===== src/rtl/pipe_stall_ctrl_pkg.sv =====
// pipe_stall_ctrl_pkg
//   Shared widths and FSM state encoding for the data-memory stall controller.
//   DATA_LEN : datapath / address width
//   REG_SIZE : register-index width
//   state_e  : IDLE=0, BUSY=1, ERR=2
package pipe_stall_ctrl_pkg;

    localparam int DATA_LEN = 32;
    localparam int REG_SIZE = 5;

    typedef enum logic [1:0] {
        IDLE = 2'd0,
        BUSY = 2'd1,
        ERR  = 2'd2
    } state_e;

endpackage


===== src/rtl/pipe_stall_ctrl_hazard.sv =====
// hazard_detect
//   Purely combinational load-use compare between the ID/EX load and the
//   IF/ID source operands. x0 never creates a dependency.
//   Ports:
//     idex_memread_i  ID/EX instruction is a load
//     idex_rd_i       ID/EX destination register
//     ifid_rs1_i      IF/ID source 1
//     ifid_rs2_i      IF/ID source 2
//     hz_o            load-use hazard present
module hazard_detect
    import pipe_stall_ctrl_pkg::*;
(
    input  logic                idex_memread_i,
    input  logic [REG_SIZE-1:0] idex_rd_i,
    input  logic [REG_SIZE-1:0] ifid_rs1_i,
    input  logic [REG_SIZE-1:0] ifid_rs2_i,
    output logic                hz_o
);

    assign hz_o = idex_memread_i && (idex_rd_i != '0) &&
                  ((idex_rd_i == ifid_rs1_i) || (idex_rd_i == ifid_rs2_i));

endmodule


===== src/rtl/pipe_stall_ctrl.sv =====
// pipe_stall_ctrl
//   Sequences the data-memory handshake for the EX/MEM load/store, drives the
//   global Data_Stall_o freeze, and resolves load-use hazards (PC/IF-ID hold
//   plus ID/EX bubble).
//   Optional build macro: STALL_PERF_EN adds stall_cnt_o / acc_cnt_o.
//   Ports:
//     clk_i, rst_i                 clock, synchronous active-high reset
//     MemRead_i, MemWrite_i        EX/MEM access type (both set = store)
//     addr_i, wdata_i              EX/MEM address and store data
//     mem_ack_i, mem_rdata_i       memory completion and load data
//     IDEX_MemRead_i, IDEX_rd_i    ID/EX load and destination
//     IFID_rs1_i, IFID_rs2_i       IF/ID sources
//     mem_req_o, mem_we_o,
//     mem_addr_o, mem_wdata_o      memory request, held stable until ack
//     rdata_o                      load data toward MEM/WB
//     Data_Stall_o                 freeze all pipeline registers and PC
//     PCWrite_o, IFIDWrite_o       0 = hold (load-use)
//     NoOp_o                       1 = ID/EX bubble
//     err_o                        memory timeout, sticky until reset
module pipe_stall_ctrl
    import pipe_stall_ctrl_pkg::*;
#(
    parameter int TIMEOUT = 256
) (
    input  logic                clk_i,
    input  logic                rst_i,
    input  logic                MemRead_i,
    input  logic                MemWrite_i,
    input  logic [DATA_LEN-1:0] addr_i,
    input  logic [DATA_LEN-1:0] wdata_i,
    input  logic                mem_ack_i,
    input  logic [DATA_LEN-1:0] mem_rdata_i,
    input  logic                IDEX_MemRead_i,
    input  logic [REG_SIZE-1:0] IDEX_rd_i,
    input  logic [REG_SIZE-1:0] IFID_rs1_i,
    input  logic [REG_SIZE-1:0] IFID_rs2_i,
    output logic                mem_req_o,
    output logic                mem_we_o,
    output logic [DATA_LEN-1:0] mem_addr_o,
    output logic [DATA_LEN-1:0] mem_wdata_o,
    output logic [DATA_LEN-1:0] rdata_o,
    output logic                Data_Stall_o,
    output logic                PCWrite_o,
    output logic                IFIDWrite_o,
    output logic                NoOp_o,
    output logic                err_o
`ifdef STALL_PERF_EN
    ,
    output logic [31:0]         stall_cnt_o,
    output logic [31:0]         acc_cnt_o
`endif
);

    // Counter only needs to reach TIMEOUT-1.
    localparam int               CNT_W   = $clog2(TIMEOUT);
    localparam logic [CNT_W-1:0] CNT_MAX = CNT_W'(TIMEOUT - 1);

    state_e              state_q, state_d;
    logic [CNT_W-1:0]    cnt_q, cnt_d;
    logic                we_q, we_d;
    logic [DATA_LEN-1:0] addr_q, addr_d;
    logic [DATA_LEN-1:0] wdata_q, wdata_d;
    logic [DATA_LEN-1:0] rdata_q, rdata_d;
    logic                acc, ack_evt, hz;

    assign acc = MemRead_i | MemWrite_i;

    hazard_detect u_hazard (
        .idex_memread_i (IDEX_MemRead_i),
        .idex_rd_i      (IDEX_rd_i),
        .ifid_rs1_i     (IFID_rs1_i),
        .ifid_rs2_i     (IFID_rs2_i),
        .hz_o           (hz)
    );

    always_comb begin
        state_d      = state_q;
        cnt_d        = cnt_q;
        we_d         = we_q;
        addr_d       = addr_q;
        wdata_d      = wdata_q;
        rdata_d      = rdata_q;
        mem_req_o    = 1'b0;
        Data_Stall_o = 1'b0;
        rdata_o      = rdata_q;
        err_o        = 1'b0;
        ack_evt      = 1'b0;
        case (state_q)
            IDLE: begin
                // mem_ack_i is deliberately ignored here.
                Data_Stall_o = acc;
                if (acc) begin
                    we_d    = MemWrite_i;   // read+write collapses to store
                    addr_d  = addr_i;
                    wdata_d = wdata_i;
                    cnt_d   = '0;
                    state_d = BUSY;
                end
            end
            BUSY: begin
                mem_req_o    = 1'b1;
                Data_Stall_o = !mem_ack_i;
                if (mem_ack_i) begin
                    // Forward in the ack cycle so MEM/WB captures it on the
                    // releasing edge; keep a copy for later cycles.
                    ack_evt = 1'b1;
                    rdata_o = mem_rdata_i;
                    rdata_d = mem_rdata_i;
                    cnt_d   = '0;
                    state_d = IDLE;
                end else if (cnt_q == CNT_MAX) begin
                    state_d = ERR;
                end else begin
                    cnt_d = cnt_q + CNT_W'(1);
                end
            end
            ERR: begin
                err_o        = 1'b1;
                Data_Stall_o = 1'b1;
            end
            default: state_d = IDLE;
        endcase
    end

    // Memory stall dominates the load-use bubble: a frozen ID/EX must not be
    // overwritten with a NOP.
    always_comb begin
        PCWrite_o   = !(Data_Stall_o || hz);
        IFIDWrite_o = !(Data_Stall_o || hz);
        NoOp_o      = hz && !Data_Stall_o;
    end

    always_ff @(posedge clk_i) begin
        if (rst_i) begin
            state_q <= IDLE;
            cnt_q   <= '0;
            we_q    <= 1'b0;
            addr_q  <= '0;
            wdata_q <= '0;
            rdata_q <= '0;
        end else begin
            state_q <= state_d;
            cnt_q   <= cnt_d;
            we_q    <= we_d;
            addr_q  <= addr_d;
            wdata_q <= wdata_d;
            rdata_q <= rdata_d;
        end
    end

    assign mem_we_o    = we_q;
    assign mem_addr_o  = addr_q;
    assign mem_wdata_o = wdata_q;

`ifdef STALL_PERF_EN
    logic [31:0] stall_cnt_q, stall_cnt_d;
    logic [31:0] acc_cnt_q, acc_cnt_d;

    always_comb begin
        stall_cnt_d = stall_cnt_q + {31'd0, Data_Stall_o};
        acc_cnt_d   = acc_cnt_q + {31'd0, ack_evt};
    end

    always_ff @(posedge clk_i) begin
        if (rst_i) begin
            stall_cnt_q <= '0;
            acc_cnt_q   <= '0;
        end else begin
            stall_cnt_q <= stall_cnt_d;
            acc_cnt_q   <= acc_cnt_d;
        end
    end

    assign stall_cnt_o = stall_cnt_q;
    assign acc_cnt_o   = acc_cnt_q;
`else
    logic unused_ack_evt;
    assign unused_ack_evt = ack_evt;
`endif

endmodule


===== config.mk =====
export PLATFORM = sky130hd
export DESIGN_NAME = pipe_stall_ctrl
export DESIGN_NICKNAME = d
export VERILOG_FILES = /design/src/rtl/pipe_stall_ctrl_pkg.sv /design/src/rtl/pipe_stall_ctrl_hazard.sv /design/src/rtl/pipe_stall_ctrl.sv
export SDC_FILE = /design/constraint.sdc
export NUM_CORES = 1
export LEC_CHECK = 0
export CAP_MARGIN = 10
export CORE_ASPECT_RATIO = 1.2
export CORE_MARGIN = 2
export CORE_UTILIZATION = 35
export CTS_CLUSTER_DIAMETER = 100
export DETAILED_ROUTE_END_ITERATION = 6
export PLACE_DENSITY = 0.87
export SKIP_CTS_REPAIR_TIMING = 1
export SLEW_MARGIN = 20
export SYNTH_ARGS = -nofsm -noshare
export SYNTH_HDL_FRONTEND = slang
export SYNTH_HIERARCHICAL = 1
export SYNTH_SLANG_ARGS = --single-unit

===== constraint.sdc =====
create_clock -name clk_i -period 2.3 [get_ports clk_i]
set_input_delay 0.69 -clock clk_i [delete_from_list [all_inputs] [get_ports clk_i]]
set_output_delay 0.69 -clock clk_i [all_outputs]
set_load 0.03 [all_outputs]

==> metrics.txt <==
placed inst area=about 0.0066 mm2; initial detailed-routing violation count=126; setup violators final=15; GRT Util Overall=around 17%; failing checks=negative setup slack; most area-hungry cell type in the Yosys netlist=dfxtp_1; Switch Pwr=1.34 mW; post-synthesis xor/xnor area fraction=around 2.1%; status=finished with violations; R2R Path Start=cnt_q[0]$_SDFFE_PP0P_; Pwr Total=about 4.7 mW; crit share post-route=114%; multiplexer area fraction after synthesis=9.02%; Slew @ Worst Pin=between 0.5 and 0.6 ns; placed insts=roughly 830; CTS root buf=clkbuf_16; hold endpoint=mem_addr_o[31]$_SDFFE_PP0P_; Mapped Area=0.00412 mm2; H-tree levels=3; largest net degree at the start of global routing=between 50 and 60; gr ovfl total=0; Detailed Place HPWL=8580 um; pwr/cell area=~660 mW/mm2; setup ws final=-0.333 ns; vias in the first global route=between 3,000 and 4,000; critical path class=input pin to primary output; Num CTS Buffers=9; Finished Layout Cells=roughly 860; setup slack at placement=-0.812 ns; worst hold path type=flip-flop to flip-flop; slew margin rel.=61.8%; combinational power share=around 25%; residual DRC count=0; Syn Nets=between 500 and 600; Max Slew Vio Count=0; Final nets=around 800; MaxCap Viol Count=0; Synth Area in Adders=less than 1%; Critical Path AT=1.94 ns; I/O Buffers=roughly 220; RD Place Congestion=0.905; Mapped Cells=469; core footprint=approximately 0.012 mm2; Setup crit end kind=primary output; peak supply drop=roughly 400 uV; Final min period=about 2.6 ns; top achievable clock speed=approximately 0.38 GHz; CTS tree=built; top cell type's share of synthesized area=a little over half; DR vias=~4,000; number of enable flip-flop cells after synthesis=0; hold depth=2; Worst Skew=between 0.01 and 0.015 ns; Finished Cell Area=0.00712 mm2; area grow syn2layout=72.8%; final wirelength=roughly 12,000 um; most frequent cell after synthesis=nand2_1; Yosys reg bits=107; worst r2r dst=cnt_q[2]$_SDFFE_PP0P_; YS warnings=6; Routed Antenna Nets=0; FF-to-FF path depth=5; clk buf depth=2; Seq/Total Area, Yosys=52.0%; largest family of logic cells by synthesized area=simple AND/OR/NAND/NOR gates; clock power share=between 30% and 40%; Clock Sinks=107; Cell variety after synth=38; worst hold start=mem_addr_o[31]$_SDFFE_PP0P_; Clock Latency Late Sink=~0.34 ns; setup slack, reg-to-reg=approximately 0.43 ns; crit-path max FO=3; layout cells sized above 1=a little under a fifth; Post-Synth Simple-Gate Area=22.3%; final core occ=61.8%; Compound-Gate Fraction of Synth Area=11.2%; Synth area leaders=dfxtp_1 52%, nand2_1 12%, mux2_2 9.0%; Final Hold Slack=approximately 0.45 ns; Sequential Power Share=about 43%; leakage power=3.03 nW; DR pass1 iterations=4; ys flop type=dfxtp_1; setup_tns=-1.10 ns; IO Pins=220; Die W=roughly 100 um; initial antenna violation count=0; most frequent cells after synthesis=134 x nand2_1, 107 x dfxtp_1, 68 x a21oi_1, 34 x nor2b_1, 33 x mux2_2; required time of the critical path=approximately 1.6 ns; die area=0.0127 mm2; Mapped Avg Cell Area=around 8.8 um2; CTS clock-pin slew for the worst setup and hold paths=approximately 0.060 ns; row cnt=43; # diodes=0; routed len/inst=~14 um; switch share=between 20% and 30%; Final Hold Viols=0; total internal power=3.36 mW; Starting Density=a little over a third; CP Launch Type=input pin; Die Y=roughly 120 um; first-pass GRT wire length=roughly 17,000 um; Vias/cell=between 4 and 5; asr flop ratio synth=0%; RSZ-0062 raised after global routing=yes
## routing by layer
| layer | wire, um | vias up | global-route usage, % |
|---|---|---|---|
| met5 | 0 | - | 0 |
| met2 | 6090 | 173 | 29.8 |
| met1 | 4880 | 1797 | 20.5 |
| met4 | 236 | 0 | 6.74 |
| met3 | 1030 | 21 | 4.38 |
| li1 | - | 1995 | - |
## registers in the layout, indices dropped and copies added (netlist names)
signal / flops
cnt_q: 8
mem_addr_o: 32
mem_wdata_o: 32
mem_we_o: 1
rdata_q: 32
state_q: 2
## power by group through the flow
| stage | registers [mW] | logic, mW | clock network, mW |
|---|---|---|---|
| after global placement | 2.05 | 1.11 | 0 |
| final | 2.01 | 1.20 | 1.49 |
| after CTS | 2.01 | 1.14 | 1.53 |
| after global routing | 2.03 | 1.27 | 1.60 |
| after detailed placement | 2.05 | 1.14 | 0 |
| after floorplan | 2.22 | 0.411 | 0 |
## critical path: stages
cell,delay (ns)
buf_8,0.10
or4_4,0.52
o21ai_2,0.17
a21oi_2,0.05
buf_4,0.14
nor2_4,0.12
buf_6,0.14
## worst max path at each step
stage                       startpoint     endpoint  slack, ns  cells after the start
after floorplan           IDEX_rd_i[1]    PCWrite_o      -0.17                      5
final                     IDEX_rd_i[4]  IFIDWrite_o      -0.33                      7
after detailed placement     mem_ack_i  rdata_o[20]      -0.81                      5
after global routing      IDEX_rd_i[4]  IFIDWrite_o      -0.37                      7
after global placement       mem_ack_i  rdata_o[25]      -0.80                      5
after CTS                    mem_ack_i  rdata_o[28]      -0.82                      5
## cell families after synthesis
| group | Yosys count |
|---|---|
| AOI/OAI and AO/OA | 83 |
| xor gates and xnor gates | 10 |
| adders and majority gates | 1 |
| buffers and inverters | 31 |
| DFF | 107 |
| muxes | 33 |
| and+or+nand+nor | 204 |
## layout make-up
type | instances | area (um2)
Sequential cell | 107 | 2140
Clock buffer | 11 | 253
Inverter | 2 | 7.51
Clock inverter | 5 | 45.0
Multi-Input combinational cell | 331 | 1960
Fill cell | 929 | 4400
Timing Repair Buffer | 242 | 2520
Tap cell | 157 | 196
## layout by cell type (no fill, tap or decap), types with 2 or more instances in the layout
master | Yosys | layout
a211o_1 | 3 | 3
a21oi_1 | 68 | 67
and3_1 | 2 | 2
buf_12 | 0 | 3
buf_4 | 1 | 18
buf_6 | 0 | 36
buf_8 | 0 | 2
clkbuf_16 | 0 | 11
clkbuf_2 | 0 | 2
clkbuf_8 | 0 | 2
clkdlybuf4s50_1 | 0 | 162
clkinv_4 | 0 | 2
dfxtp_1 | 107 | 106
dlymetal6s2s_1 | 0 | 16
inv_1 | 2 | 2
mux2_2 | 33 | 23
mux2_4 | 0 | 10
nand2_1 | 134 | 133
nand2b_1 | 2 | 2
nand3_1 | 5 | 5
nor2_1 | 9 | 7
nor2b_1 | 34 | 33
nor3_1 | 8 | 8
nor3b_1 | 2 | 2
o21ai_0 | 3 | 2
xnor2_1 | 4 | 3
xor2_1 | 6 | 6
Power figures use the tool's default switching activity.
